--- src/rtl/iter_divider_pkg.sv ---
// -----------------------------------------------------------------------------
// iter_divider_pkg
// Shared definitions for the iterative radix-2 restoring divider:
//   - DIV_WIDTH_DEFAULT : default operand width
//   - div_state_t       : FSM state vector type
//   - DIV_IDLE/BUSY/DONE: FSM state encodings
// No ports (package).
// -----------------------------------------------------------------------------
package iter_divider_pkg;

  localparam int DIV_WIDTH_DEFAULT = 32;

  typedef logic [1:0] div_state_t;

  localparam div_state_t DIV_IDLE = 2'd0;
  localparam div_state_t DIV_BUSY = 2'd1;
  localparam div_state_t DIV_DONE = 2'd2;

endpackage

--- src/rtl/iter_divider_if.sv ---
// -----------------------------------------------------------------------------
// iter_divider_if
// Operand / result handshake bundle between the EX stage and iter_divider.
//   s_axis_dividend_tdata/tvalid/tready : dividend channel
//   s_axis_divisor_tdata/tvalid/tready  : divisor channel
//   m_axis_dout_tdata                   : {quotient, remainder}
//   m_axis_dout_tvalid                  : one-cycle result pulse (no tready)
// Modports: master = EX stage side, slave = divider side.
// -----------------------------------------------------------------------------
interface iter_divider_if
  import iter_divider_pkg::*;
#(
  parameter int WIDTH = DIV_WIDTH_DEFAULT
);

  logic [WIDTH-1:0]   s_axis_dividend_tdata;
  logic               s_axis_dividend_tvalid;
  logic               s_axis_dividend_tready;
  logic [WIDTH-1:0]   s_axis_divisor_tdata;
  logic               s_axis_divisor_tvalid;
  logic               s_axis_divisor_tready;
  logic [2*WIDTH-1:0] m_axis_dout_tdata;
  logic               m_axis_dout_tvalid;

  modport master (
    output s_axis_dividend_tdata,
    output s_axis_dividend_tvalid,
    input  s_axis_dividend_tready,
    output s_axis_divisor_tdata,
    output s_axis_divisor_tvalid,
    input  s_axis_divisor_tready,
    input  m_axis_dout_tdata,
    input  m_axis_dout_tvalid
  );

  modport slave (
    input  s_axis_dividend_tdata,
    input  s_axis_dividend_tvalid,
    output s_axis_dividend_tready,
    input  s_axis_divisor_tdata,
    input  s_axis_divisor_tvalid,
    output s_axis_divisor_tready,
    output m_axis_dout_tdata,
    output m_axis_dout_tvalid
  );

endinterface

--- src/rtl/iter_divider_div_step.sv ---
// -----------------------------------------------------------------------------
// div_step
// One combinational restoring-division step (one quotient bit).
//   rem_i     : current partial remainder (always < divisor_i when divisor_i != 0)
//   dvd_bit_i : next dividend bit, MSB first
//   divisor_i : divisor magnitude
//   rem_o     : next partial remainder
//   qbit_o    : quotient bit produced by this step
// -----------------------------------------------------------------------------
module div_step #(
  parameter int WIDTH = 32
) (
  input  logic [WIDTH-1:0] rem_i,
  input  logic             dvd_bit_i,
  input  logic [WIDTH-1:0] divisor_i,
  output logic [WIDTH-1:0] rem_o,
  output logic             qbit_o
);

  // The shifted remainder needs WIDTH+1 bits for the compare; the subtraction
  // result always fits WIDTH bits when taken, so it is done modulo 2^WIDTH.
  logic [WIDTH:0]   shifted;
  logic [WIDTH-1:0] diff;

  assign shifted = {rem_i, dvd_bit_i};
  assign diff    = shifted[WIDTH-1:0] - divisor_i;
  assign qbit_o  = (shifted >= {1'b0, divisor_i});
  assign rem_o   = qbit_o ? diff : shifted[WIDTH-1:0];

endmodule

--- src/rtl/iter_divider.sv ---
// -----------------------------------------------------------------------------
// iter_divider
// Iterative radix-2 restoring divider, responder end of the EX-stage
// dividend/divisor handshake. Accepts one operand pair, produces
// {quotient, remainder} after WIDTH iteration cycles and signals it with a
// one-cycle m_axis_dout_tvalid pulse. Initiation interval is WIDTH+2 cycles.
//   clk    : clock, rising edge
//   resetn : asynchronous active-low reset
//   bus    : iter_divider_if.slave (operand channels + result)
// Parameters:
//   WIDTH  : operand width
//   SIGNED : 1 = two's-complement divide, 0 = unsigned divide
// -----------------------------------------------------------------------------
module iter_divider
  import iter_divider_pkg::*;
#(
  parameter int WIDTH  = DIV_WIDTH_DEFAULT,
  parameter bit SIGNED = 1'b1
) (
  input  logic          clk,
  input  logic          resetn,
  iter_divider_if.slave bus
);

  localparam int               CNT_W     = $clog2(WIDTH) + 1;
  localparam logic [CNT_W-1:0] LAST_STEP = CNT_W'(WIDTH - 1);

  div_state_t         state_q, state_d;
  logic [CNT_W-1:0]   cnt_q, cnt_d;
  logic               dvd_got_q, dvd_got_d;
  logic               dsr_got_q, dsr_got_d;
  logic [2*WIDTH-1:0] dout_q, dout_d;

  // dvd_q holds the dividend magnitude; it shifts left each step and the
  // quotient bits fill in from the bottom, so at the end it is the quotient.
  logic [WIDTH-1:0]   dvd_q, dvd_d;
  logic [WIDTH-1:0]   dsr_q, dsr_d;
  logic [WIDTH-1:0]   rem_q, rem_d;
  logic               a_neg_q, a_neg_d;
  logic               b_neg_q, b_neg_d;

  logic               dvd_rdy, dsr_rdy;
  logic               dvd_fire, dsr_fire;
  logic [WIDTH-1:0]   step_rem;
  logic               step_qbit;
  logic [WIDTH-1:0]   q_final;
  logic               q_neg;

  function automatic logic [WIDTH-1:0] magnitude(input logic [WIDTH-1:0] v);
    logic signed [WIDTH-1:0] sv;
    sv = signed'(v);
    // -(-2^(W-1)) wraps to 2^(W-1), which is the correct unsigned magnitude.
    if (SIGNED && (sv < 0)) return unsigned'(-sv);
    return v;
  endfunction

  function automatic logic [WIDTH-1:0] apply_sign(input logic [WIDTH-1:0] v,
                                                  input logic             neg);
    logic signed [WIDTH-1:0] sv;
    sv = signed'(v);
    return neg ? unsigned'(-sv) : v;
  endfunction

  assign dvd_rdy  = resetn && (state_q == DIV_IDLE) && !dvd_got_q;
  assign dsr_rdy  = resetn && (state_q == DIV_IDLE) && !dsr_got_q;
  assign dvd_fire = bus.s_axis_dividend_tvalid && dvd_rdy;
  assign dsr_fire = bus.s_axis_divisor_tvalid && dsr_rdy;

  assign bus.s_axis_dividend_tready = dvd_rdy;
  assign bus.s_axis_divisor_tready  = dsr_rdy;
  assign bus.m_axis_dout_tdata      = dout_q;
  assign bus.m_axis_dout_tvalid     = (state_q == DIV_DONE);

  div_step #(.WIDTH(WIDTH)) u_step (
    .rem_i     (rem_q),
    .dvd_bit_i (dvd_q[WIDTH-1]),
    .divisor_i (dsr_q),
    .rem_o     (step_rem),
    .qbit_o    (step_qbit)
  );

  assign q_final = {dvd_q[WIDTH-2:0], step_qbit};
  // A zero divisor leaves the all-ones quotient unsigned; the remainder then
  // equals |a| and its sign fix restores the original dividend.
  assign q_neg   = (a_neg_q ^ b_neg_q) && (dsr_q != '0);

  always_comb begin
    state_d   = state_q;
    cnt_d     = cnt_q;
    dvd_got_d = dvd_got_q;
    dsr_got_d = dsr_got_q;
    dout_d    = dout_q;
    dvd_d     = dvd_q;
    dsr_d     = dsr_q;
    rem_d     = rem_q;
    a_neg_d   = a_neg_q;
    b_neg_d   = b_neg_q;

    case (state_q)
      DIV_IDLE: begin
        if (dvd_fire) begin
          dvd_got_d = 1'b1;
          dvd_d     = magnitude(bus.s_axis_dividend_tdata);
          a_neg_d   = SIGNED && bus.s_axis_dividend_tdata[WIDTH-1];
        end
        if (dsr_fire) begin
          dsr_got_d = 1'b1;
          dsr_d     = magnitude(bus.s_axis_divisor_tdata);
          b_neg_d   = SIGNED && bus.s_axis_divisor_tdata[WIDTH-1];
        end
        if ((dvd_got_q || dvd_fire) && (dsr_got_q || dsr_fire)) begin
          state_d   = DIV_BUSY;
          dvd_got_d = 1'b0;
          dsr_got_d = 1'b0;
          cnt_d     = '0;
          rem_d     = '0;
        end
      end
      DIV_BUSY: begin
        rem_d = step_rem;
        dvd_d = q_final;
        cnt_d = cnt_q + 1'b1;
        if (cnt_q == LAST_STEP) begin
          state_d = DIV_DONE;
          dout_d  = {apply_sign(q_final, q_neg), apply_sign(step_rem, a_neg_q)};
        end
      end
      DIV_DONE: state_d = DIV_IDLE;
      default:  state_d = DIV_IDLE;
    endcase
  end

  always_ff @(posedge clk or negedge resetn) begin
    if (!resetn) begin
      state_q   <= DIV_IDLE;
      cnt_q     <= '0;
      dvd_got_q <= 1'b0;
      dsr_got_q <= 1'b0;
      dout_q    <= '0;
    end else begin
      state_q   <= state_d;
      cnt_q     <= cnt_d;
      dvd_got_q <= dvd_got_d;
      dsr_got_q <= dsr_got_d;
      dout_q    <= dout_d;
    end
  end

  // Datapath registers carry no reset; they are always loaded before use.
  always_ff @(posedge clk) begin
    dvd_q   <= dvd_d;
    dsr_q   <= dsr_d;
    rem_q   <= rem_d;
    a_neg_q <= a_neg_d;
    b_neg_q <= b_neg_d;
  end

endmodule
--- src/flat_wrapper.sv ---
// flat-port wrapper written by rule: the top's interface ports become plain ports
module iter_divider_flat import iter_divider_pkg::*;
#(
  parameter int WIDTH  = DIV_WIDTH_DEFAULT,
  parameter bit SIGNED = 1'b1
)
  (clk, resetn, bus_s_axis_dividend_tdata, bus_s_axis_dividend_tvalid, bus_s_axis_dividend_tready, bus_s_axis_divisor_tdata, bus_s_axis_divisor_tvalid, bus_s_axis_divisor_tready, bus_m_axis_dout_tdata, bus_m_axis_dout_tvalid);
  iter_divider_if #(.WIDTH(WIDTH)) bus_i ();
  input  logic clk;
  input  logic resetn;
  input wire logic [$bits(bus_i.s_axis_dividend_tdata)-1:0] bus_s_axis_dividend_tdata;
  input wire logic [$bits(bus_i.s_axis_dividend_tvalid)-1:0] bus_s_axis_dividend_tvalid;
  output wire logic [$bits(bus_i.s_axis_dividend_tready)-1:0] bus_s_axis_dividend_tready;
  input wire logic [$bits(bus_i.s_axis_divisor_tdata)-1:0] bus_s_axis_divisor_tdata;
  input wire logic [$bits(bus_i.s_axis_divisor_tvalid)-1:0] bus_s_axis_divisor_tvalid;
  output wire logic [$bits(bus_i.s_axis_divisor_tready)-1:0] bus_s_axis_divisor_tready;
  output wire logic [$bits(bus_i.m_axis_dout_tdata)-1:0] bus_m_axis_dout_tdata;
  output wire logic [$bits(bus_i.m_axis_dout_tvalid)-1:0] bus_m_axis_dout_tvalid;
  assign bus_i.s_axis_dividend_tdata = bus_s_axis_dividend_tdata;
  assign bus_i.s_axis_dividend_tvalid = bus_s_axis_dividend_tvalid;
  assign bus_s_axis_dividend_tready = bus_i.s_axis_dividend_tready;
  assign bus_i.s_axis_divisor_tdata = bus_s_axis_divisor_tdata;
  assign bus_i.s_axis_divisor_tvalid = bus_s_axis_divisor_tvalid;
  assign bus_s_axis_divisor_tready = bus_i.s_axis_divisor_tready;
  assign bus_m_axis_dout_tdata = bus_i.m_axis_dout_tdata;
  assign bus_m_axis_dout_tvalid = bus_i.m_axis_dout_tvalid;
  iter_divider #(.WIDTH(WIDTH), .SIGNED(SIGNED)) u_core (.clk(clk), .resetn(resetn), .bus(bus_i));
endmodule
--- config.mk ---
export PLATFORM = sky130hd
export DESIGN_NAME = iter_divider_flat
export DESIGN_NICKNAME = d
export VERILOG_FILES = /design/src/rtl/iter_divider_pkg.sv /design/src/rtl/iter_divider_if.sv /design/src/rtl/iter_divider_div_step.sv /design/src/rtl/iter_divider.sv /design/src/flat_wrapper.sv
export SDC_FILE = /design/constraint.sdc
export NUM_CORES = 1
export LEC_CHECK = 0
export BUFFER_PORTS_ARGS = -buffer_cell sky130_fd_sc_hd__buf_4
export CORE_ASPECT_RATIO = 1.25
export CORE_MARGIN = 1.5
export CORE_UTILIZATION = 50
export DETAILED_ROUTE_END_ITERATION = 8
export PLACE_DENSITY = 0.7
export SYNTH_ARGS = -nofsm -noshare
export SYNTH_HDL_FRONTEND = slang
export SYNTH_HIERARCHICAL = 1
export SYNTH_SLANG_ARGS = --single-unit
--- constraint.sdc ---
create_clock -name clk -period 4.9 [get_ports clk]
set_input_delay 0.98 -clock clk [delete_from_list [all_inputs] [get_ports clk]]
set_output_delay 0.98 -clock clk [all_outputs]
set_load 0.02 [all_outputs]
# Yosys cells after proc, flatten, opt, wreduce, memory -nomap -nowiden
# Cells that the tools add are included.
[word_totals]
ff_bits = 172
in_bits = 68
elab_cells = 76
[op_classes]
add_sub_neg = 6
order_cmp = 3
eq_ne = 6
n_mux = 26
bitwise_logic = 1
n_reduce_logical = 24
[ops]
columns = ["op", "n"]
rows = [
  ["two-way mux 32 bit", 9],
  ["negator 32 bit", 4],
  ["one-hot mux 32 bit (2 select lines)", 2],
  ["< comparator 32 x 1 -> 1 bit, second input constant", 2],
  [">= comparator 33 x 32 -> 1 bit", 1],
  ["nonzero test 32 bit", 1],
  ["subtractor 32 bit", 1],
  ["AND reduction 2 bit", 8],
  ["one-hot mux 6 bit (2 select lines)", 1],
  ["two-way mux 1 bit", 10],
  ["logical AND 1 bit", 7],
  ["adder 6 x 1 -> 6 bit, second input constant", 1],
  ["equality test 6 x 5 -> 1 bit, second input constant", 1],
  ["two-way mux 6 bit", 1],
  ["nonzero test 2 bit", 3],
  ["two-way mux 2 bit", 2],
  ["inequality test 2 x 1 -> 1 bit, second input constant", 2],
  ["one-hot mux 2 bit (2 select lines)", 1],
  ["equality test 2 x 1 -> 1 bit, second input constant", 1],
  ["equality test 2 bit, second input constant", 1],
  ["logical NOT 1 bit", 2],
  ["logical NOT 2 bit", 1],
  ["logical OR 1 bit", 2],
  ["inequality test 2 bit, second input constant", 1],
  ["XOR 1 bit", 1],
]

# Longest topological paths before layout
# Gate-level depths: netlist of the first run.
[logic_depth]
ltp_word = 9
mapped_depth = 20

# Hierarchy
# The synthesis of the first run kept the hierarchy.
[by_module_without_submodules]
columns = ["module", "n_inst", "cells_each", "area_per_inst_um2", "seq_area_each_um2"]
rows = [
  ["iter_divider", 1, 939, 9625.5, 4794.6],
  ["div_step", 1, 348, 2309.7, 0.0],
]

# Worst setup path before layout of the first run
# OpenSTA, ideal clock, no wires.
[synth_path]
path_type = "reg2reg"
from = "reg u_core.dsr_q[0]"
to = "reg u_core.dout_q[30] (netlist: u_core/bus.m_axis_dout_tdata[30])"
setup_ns = 0.135
arrival_ns = 4.054
t_required_ns = 4.765
slack_ns = 0.711
path_stages_with_launch = 16
path_buffers = 0
synth_period_minus_slack_ns = 4.189
path_cell_list = "edfxtp_1 ha_1 fa_1 nand2b_1 a21oi_1 o2111ai_2 a2111oi_0 nor3_2 a21oi_1 o21ai_0 a31o_1 or4_1 or4_1 o41ai_2 xor2_1 o21ai_0"
[synth_between]
elab_chain_cells = 4
word_cells_on_any_way = 5
classes_between = "2 x add/sub; 1 x order compare; 2 x mux"
[synth_rtl]
columns = ["element", "line_no", "rtl"]
rows = [
  ["start: declaration", "iter_divider.sv:37", "logic [WIDTH-1:0] dsr_q, dsr_d;"],
  ["start signal: assignment", "iter_divider.sv:152", "dsr_q <= dsr_d;"],
  ["subtractor 32 bit / >= comparator 33 x 32 -> 1 bit (equally long branches)", "iter_divider_div_step.sv:26, iter_divider_div_step.sv:27", ""],
  ["two-way mux 32 bit (*)", "iter_divider_div_step.sv:28", "assign rem_o = qbit_o ? diff : shifted[WIDTH-1:0];"],
  ["via u_core.step_rem[26]", "iter_divider.sv:44", "logic [WIDTH-1:0] step_rem;"],
  ["negator 32 bit (*)", "iter_divider.sv:61", "return neg ? unsigned'(-sv) : v;"],
  ["two-way mux 32 bit (*)", "iter_divider.sv:61", ""],
  ["end signal: assignment", "iter_divider.sv:145", "dout_q <= dout_d;"],
  ["end: declaration", "iter_divider.sv:32", "logic [2*WIDTH-1:0] dout_q, dout_d;"],
]
# The timed path passes the listed nets; every way through them passes the cells marked *.
# A chain may end at the register's enable or synchronous reset.

# Worst setup path after layout of the first run
[layout_path]
from = "reg u_core.rem_q[23]"
to = "reg u_core.dout_q[22] (netlist: u_core/bus.m_axis_dout_tdata[22])"
[layout_between]
elab_chain_cells = 4
[layout_rtl]
columns = ["element", "line_no", "rtl"]
rows = [
  ["start: declaration", "iter_divider.sv:38", "logic [WIDTH-1:0] rem_q, rem_d;"],
  ["start signal: assignment", "iter_divider.sv:153", "rem_q <= rem_d;"],
  [">= comparator 33 x 32 -> 1 bit", "iter_divider_div_step.sv:27", "assign qbit_o = (shifted >= {1'b0, divisor_i});"],
  ["via u_core.step_qbit", "iter_divider.sv:45", "logic step_qbit;"],
  ["two-way mux 32 bit", "iter_divider_div_step.sv:28", ""],
  ["via u_core.step_rem[12]", "iter_divider.sv:44", ""],
  ["negator 32 bit", "iter_divider.sv:61", ""],
  ["two-way mux 32 bit", "iter_divider.sv:61", ""],
]
# The timed path passes the listed nets, and every way through them passes these cells.

==> flow_summary.ini, run 1 <==
[layout]
multi_input_area_mm2 = 0.00660
synthToLayoutAreaGrowth_pct = 16.2
drive_gt1_share_pct = 17.8
nets = 1504
insertedDiodeCount = 0
fill_cells = 2088
final-seq-area_mm2 = 0.00479

[synthesis]
syn_area_per_cell_um2 = 9.27
yosysWarnings = 6
synth.ff_latch_count = 172
synthArstFlopShare_pct = 43.0
seq_area_frac_synth_pct = 40.2
synth_commonest_cells = nand2_1, edfxtp_1, o21ai_0
synth-edff-count = 98
ys.flop_type = edfxtp_1
yosysTopAreaCell = edfxtp_1
synth_most_common_cell = nand2_1
synthCells = 1287
netlist_area_mm2 = 0.0119
synth_cell_types = 76
synth_area_leaders = edfxtp_1, dfrtp_1, xor2_1, nand2_1, o21ai_0
synth_nets = 1393
synth_top_cell_area_share_pct = 24.7

[global_routing]
grt_max_degree = 89
grt_pass1_vias = 9837
track_usage_pct = 25.7
grt_pass1_wl_um = 50500
grt_overflow = 0
antenna_found_initial = 0

[worst_setup_path]
critPathMaxFanout = 20
arrival_ps = 4970
critical_path.top_delay_family = simple AND/OR/NAND/NOR gates
crit_slowest_cell = ha_1
crit_path_end_kind = flip-flop
path_buf_inv = 2
cp.required_ps = 5190
crit_path_max_incr_delay_ps = 510
startpoint_type = flip-flop
path_cells = ha_1 -> and3_1 -> nand3_1 -> or2_2 -> o31a_1 -> o21a_1 -> o41ai_4 -> buf_12 -> mux2_1 -> nor4_2 -> nand4_1 -> buf_4 -> o41ai_1 -> xor2_1 -> o21ai_0
crit_type = reg -> reg

[timing]
rsz0062_at_grt = no
slew_violations = 0
fin_crit_ps = 4680
timing.final.crit_share_pct = 95.5
finClkSkew_ps = 10.4
tns_ps = 0
worst_pin_slew_ps = 944
hold_viol = 0
setup_viol = 0
fmaxAchievable_mhz = 214
whs_ps = 479
slew-limit-headroom_pct = 37.1

[place]
globalplace.congestion = 0.909
io_buffers = 134
dp_hpwl_um = 24100

[flow_run]
drv_cap = 0

[detailed_routing]
wl_per_cell_um = 18.5
postRouteAntennaNets = 0
vias = 10200
postRouteWirelength_um = 31500
post-route-drc-count = 0
firstDrtPassIters = 5
drtIter0Drc = 566
vias_per_cell = 5.96

[floorplanning]
die-height_um = 176
start_util_pct = 50.6
dieArea_mm2 = 0.0248
core_mm2 = 0.0236
ios = 135
num_rows = 63
die_w_um = 141

[clocking]
cts_buffers = 17
h-tree-depth = 4
insertion_delay_ps = 440
cts_hold_buf = 0
cts_tree = done
cts_max_path_buffers = 2
root_buffer = clkbuf_16
clock-sinks = 172
path_clk_slew_ps = 70

[power]
power.density_mw_per_mm2 = 664
peakVddDrop_mv = 0.317
leakagePower_nw = 5.97

[status]
status = finished clean

[min_path]
hold_class = reg -> reg
[worst register-to-register path, cell delays in order, from the launching register on]
cell and delay (ps):
edfxtp_1 430, ha_1 510, and3_1 260, nand3_1 110
or2_2 330, o31a_1 280, o21a_1 240, o41ai_4 150
buf_12 240, mux2_1 410, nor4_2 480, nand4_1 220
buf_4 220, o41ai_1 320, xor2_1 220, o21ai_0 100
[cell usage in the layout, fill, tap and decap left out, types with 6 or more instances in the layout]
master     instances
buf_4            168
nand2_1          135
edfxtp_1          98
o21ai_0           95
nor2_1            74
dfrtp_1           74
xor2_1            73
a21oi_1           62
inv_1             57
xnor2_1           47
and3_1            38
ha_1              37
and2_1            33
o31ai_1           29
or3_1             24
nor4_1            22
nor3_1            20
nand3_1           19
o41ai_1           19
mux2i_1           18
clkbuf_16         17
nand4_1           17
or4_1             16
a211oi_1          16
a21o_1            15
or2_2             11
o21ai_1           10
a31oi_1           10
a222oi_1           8
mux2_2             8
a32oi_1            8
nand2b_1           7
o21a_1             7
a2111o_1           7
o211ai_1           7
inv_6              6
nor2b_1            6
o41ai_2            6
a22oi_1            6
[report_power, final]
| group | internal, W | switching, W |
|---|---|---|
| logic | 0.00200 | 0.00297 |
| registers | 0.00236 | 0.000496 |
| clock network | 0.000789 | 0.000595 |
[routing by layer]
metal	wire length [um]	GRT usage (%)	share of wire, %	vias up
li1	-	-	-	4990
met1	12200	28.4	39	4883
met2	17000	48.3	54	222
met3	1120	4.23	3.6	60
met4	1110	11.1	3.5	0
met5	0	0	0	-
[area by class of cell]
type                    instances  share of cell area [%]
multi-input cells             980                    47.5
flip-flops and latches        172                    34.6
clock inverters                13                    1.09
clock buffers                  19                    3.26
inverters                      57                    1.54
repair buffers                170                    9.38
well taps                     292                    2.63
[worst paths after layout]
check	startpoint	endpoint	slack, ps	cells past startpoint
max	u_core/rem_q[23]	u_core/bus.m_axis_dout_tdata[22]	220	15
min in group asynchronous	resetn	u_core/dvd_got_q	490	1
max reg2reg	u_core/rem_q[23]	u_core/bus.m_axis_dout_tdata[22]	220	15
max in group asynchronous	resetn	u_core/bus.m_axis_dout_tdata[35]	3460	2
min	u_core/bus.m_axis_dout_tdata[7]	u_core/bus.m_axis_dout_tdata[7]	480	2
min reg2reg	u_core/bus.m_axis_dout_tdata[7]	u_core/bus.m_axis_dout_tdata[7]	480	2
[sequential cells by signal, indices dropped and copies added, names as in the netlist]
| name | cells |
|---|---|
| u_core/state_q | 2 |
| u_core/dsr_q | 32 |
| u_core/cnt_q | 6 |
| u_core/bus.m_axis_dout_tdata | 64 |
| u_core/dvd_q | 32 |
| u_core/dvd_got_q | 1 |
| u_core/rem_q | 32 |
| u_core/b_neg_q | 1 |
| u_core/a_neg_q | 1 |
| u_core/dsr_got_q | 1 |
[per-stage QoR]
step,worst slack (ps),util (%),cell area (um^2),instances,power (W)
5_1_grt,8.48,58.9,13900,1703,0.00986
2_1_floorplan,711,-,11900,1287,0.00607
3_5_place_dp,205,56.1,13200,1668,0.00777
6_report,218,58.9,13900,1703,0.00921
3_3_place_gp,253,56.1,13200,1668,0.00770
4_1_cts,155,58.7,13800,1700,0.00917
[logic make-up (layout without fill, tap and decap cells)]
logic type,after synthesis,after routing,share of synthesized area [%]
AOI/OAI and AO/OA,338,338,19.4
xor gates and xnor gates,120,120,8.81
adders and majority gates,38,38,4.05
buffers and inverters,135,259,4.86
DFF,172,172,40.2
muxes,31,31,2.74
and+or+nand+nor,453,453,20.0
[timing repair]
item                                    4_1_cts  5_1_grt
endpoints found under the hold margin         0        0
setup buffers                                 0        3
resized for setup                             0        4
endpoints found under the setup margin        0       12
Note: power is estimated with default switching activity, not from simulation.
==> run 2: changes to the inputs <==
Settings changed: PLACE_DENSITY 0.7 to 0.71.
==> flow_summary.ini, run 2 (same netlist as run 1, synthesis figures left out) <==
[floorplanning]
start_util_pct = 50.6
num_rows = 63
die-height_um = 176
core_mm2 = 0.0236
ios = 135
die_w_um = 141
dieArea_mm2 = 0.0248

[min_path]
min_from = u_core/bus.m_axis_dout_tdata[7]
hold_class = reg -> reg
hold_path_depth = 2
min_to = u_core/bus.m_axis_dout_tdata[7]

[worst_setup_path]
regToRegEndpoint = u_core/bus.m_axis_dout_tdata[25]
rrSetupSlack_ps = 280
critPathMaxFanout = 21
rr_startpoint = u_core/rem_q[10]
startpoint_type = flip-flop
arrival_ps = 4920
cp.required_ps = 5200
crit_path_end_kind = flip-flop
crit_type = reg -> reg
ff2ff_path_depth = 13

[layout]
nets = 1510
fill_cells = 2127
final_cells = 1709
largest_reg_flops = 64
insertedDiodeCount = 0
mostFrequentLayoutCells = buf_4, nand2_1, edfxtp_1, o21ai_0
drive_gt1_share_pct = 18.1
layout_commonest_cell = buf_4
synthToLayoutAreaGrowth_pct = 16.5

[global_routing]
grt_pass1_wl_um = 51900
grt_overflow = 0
grt_pass1_vias = 9844
track_usage_pct = 26.8
antenna_found_initial = 0
grt_max_degree = 91

[power]
power_w = 0.00934
peakVddDrop_mv = 0.355
leakagePower_nw = 5.98
power.density_mw_per_mm2 = 672

[timing]
tns_ps = 0
slew_violations = 0
fin_crit_ps = 4620
rsz0062_at_grt = no
timing.final.crit_share_pct = 94.3
hold_viol = 0
slew-limit-headroom_pct = 20.9
whs_ps = 483
fmaxAchievable_mhz = 216
finClkSkew_ps = 14.3
worst_pin_slew_ps = 1190
setup_viol = 0

[flow_run]
drv_cap = 0

[clocking]
root_buffer = clkbuf_16
cts_hold_buf = 0
cts_tree = done
path_clk_slew_ps = 80
clock-sinks = 172
cts_buffers = 17
insertion_delay_ps = 450
cts_max_path_buffers = 2
h-tree-depth = 4

[detailed_routing]
drtIter0Drc = 731
post-route-drc-count = 0
vias = 10200
vias_per_cell = 5.98
wl_per_cell_um = 19.0
firstDrtPassIters = 6
postRouteWirelength_um = 32500
postRouteAntennaNets = 0

[place]
globalplace.congestion = 0.915
place_inst = 1673
io_buffers = 134
dp_hpwl_um = 24800

[status]
status = finished clean
==> run 2: cell types whose count changed in the layout (fill, tap and decap cells not counted), sizes merged <==
cell | previous run | this run
buf | 170 | 176
bufinv | 2 | 1
clkbuf | 19 | 17
clkinv | 2 | 4
clkinvlp | 2 | 3
==> run 2: per-stage QoR <==
step	utilization (%)	worst slack, ps	area (um^2)
2_1_floorplan	-	711	11900
3_3_place_gp	56.3	267	13300
3_5_place_dp	56.3	162	13300
4_1_cts	58.8	155	13900
5_1_grt	59.0	2.13	13900
6_report	59.0	278	13900
==> run 2: final cells by class <==
| class | instances | area (um^2) | share of cell area, % |
|---|---|---|---|
| Clock buffer | 17 | 425 | 3.06 |
| Clock inverter | 15 | 156 | 1.13 |
| Inverter | 57 | 214 | 1.54 |
| Multi-Input combinational cell | 980 | 6600 | 47.5 |
| Sequential cell | 172 | 4790 | 34.5 |
| Tap cell | 292 | 365 | 2.63 |
| Timing Repair Buffer | 176 | 1350 | 9.68 |
==> run 2: worst max-delay path, cell delays in order (launching register included) <==
cell,delay (ps)
edfxtp_1,400
ha_1,450
nand3_2,170
or4_1,600
o31a_1,320
o21a_1,250
o41ai_4,130
buf_12,230
mux2_1,400
nor4_1,410
nand3b_1,340
o41ai_1,500
xor2_1,180
o21ai_0,80
==> run 2: how the worst max path moves through the flow <==
stage / slack (ps) / startpoint / endpoint / depth (start not counted)
final: 280 / u_core/rem_q[10] / u_core/bus.m_axis_dout_tdata[25] / 13
after floorplan: 710 / u_core/dsr_q[0] / u_core/bus.m_axis_dout_tdata[30] / 15
after global routing: 2 / u_core/rem_q[10] / u_core/bus.m_axis_dout_tdata[22] / 14
after detailed placement: 160 / u_core/dsr_q[0] / u_core/bus.m_axis_dout_tdata[31] / 15
after global placement: 270 / u_core/dvd_q[31] / u_core/bus.m_axis_dout_tdata[31] / 16
after CTS: 160 / u_core/dsr_q[0] / u_core/bus.m_axis_dout_tdata[31] / 15
==> run 2: routing by layer <==
layer  wire [um]  global-route usage (%)
met5           0                       0
met4        1510                    13.7
met3        1240                    4.03
met2       17000                    47.3
met1       12800                    31.3
==> run 2: what timing repair did <==
| item | CTS | global route |
|---|---|---|
| endpoints found under the setup margin | 0 | 22 |
| gates resized for setup | 0 | 5 |
| buffers inserted | 0 | 4 |
==> run 2: power by group <==
part	internal (W)	switching [W]	leakage, nW	total [W]
combinational	0.00204	0.00306	3.72	0.00510
sequential	0.00236	0.000527	1.98	0.00288
clock	0.000718	0.000632	0.276	0.00135
total	0.00512	0.00422	5.98	0.00934
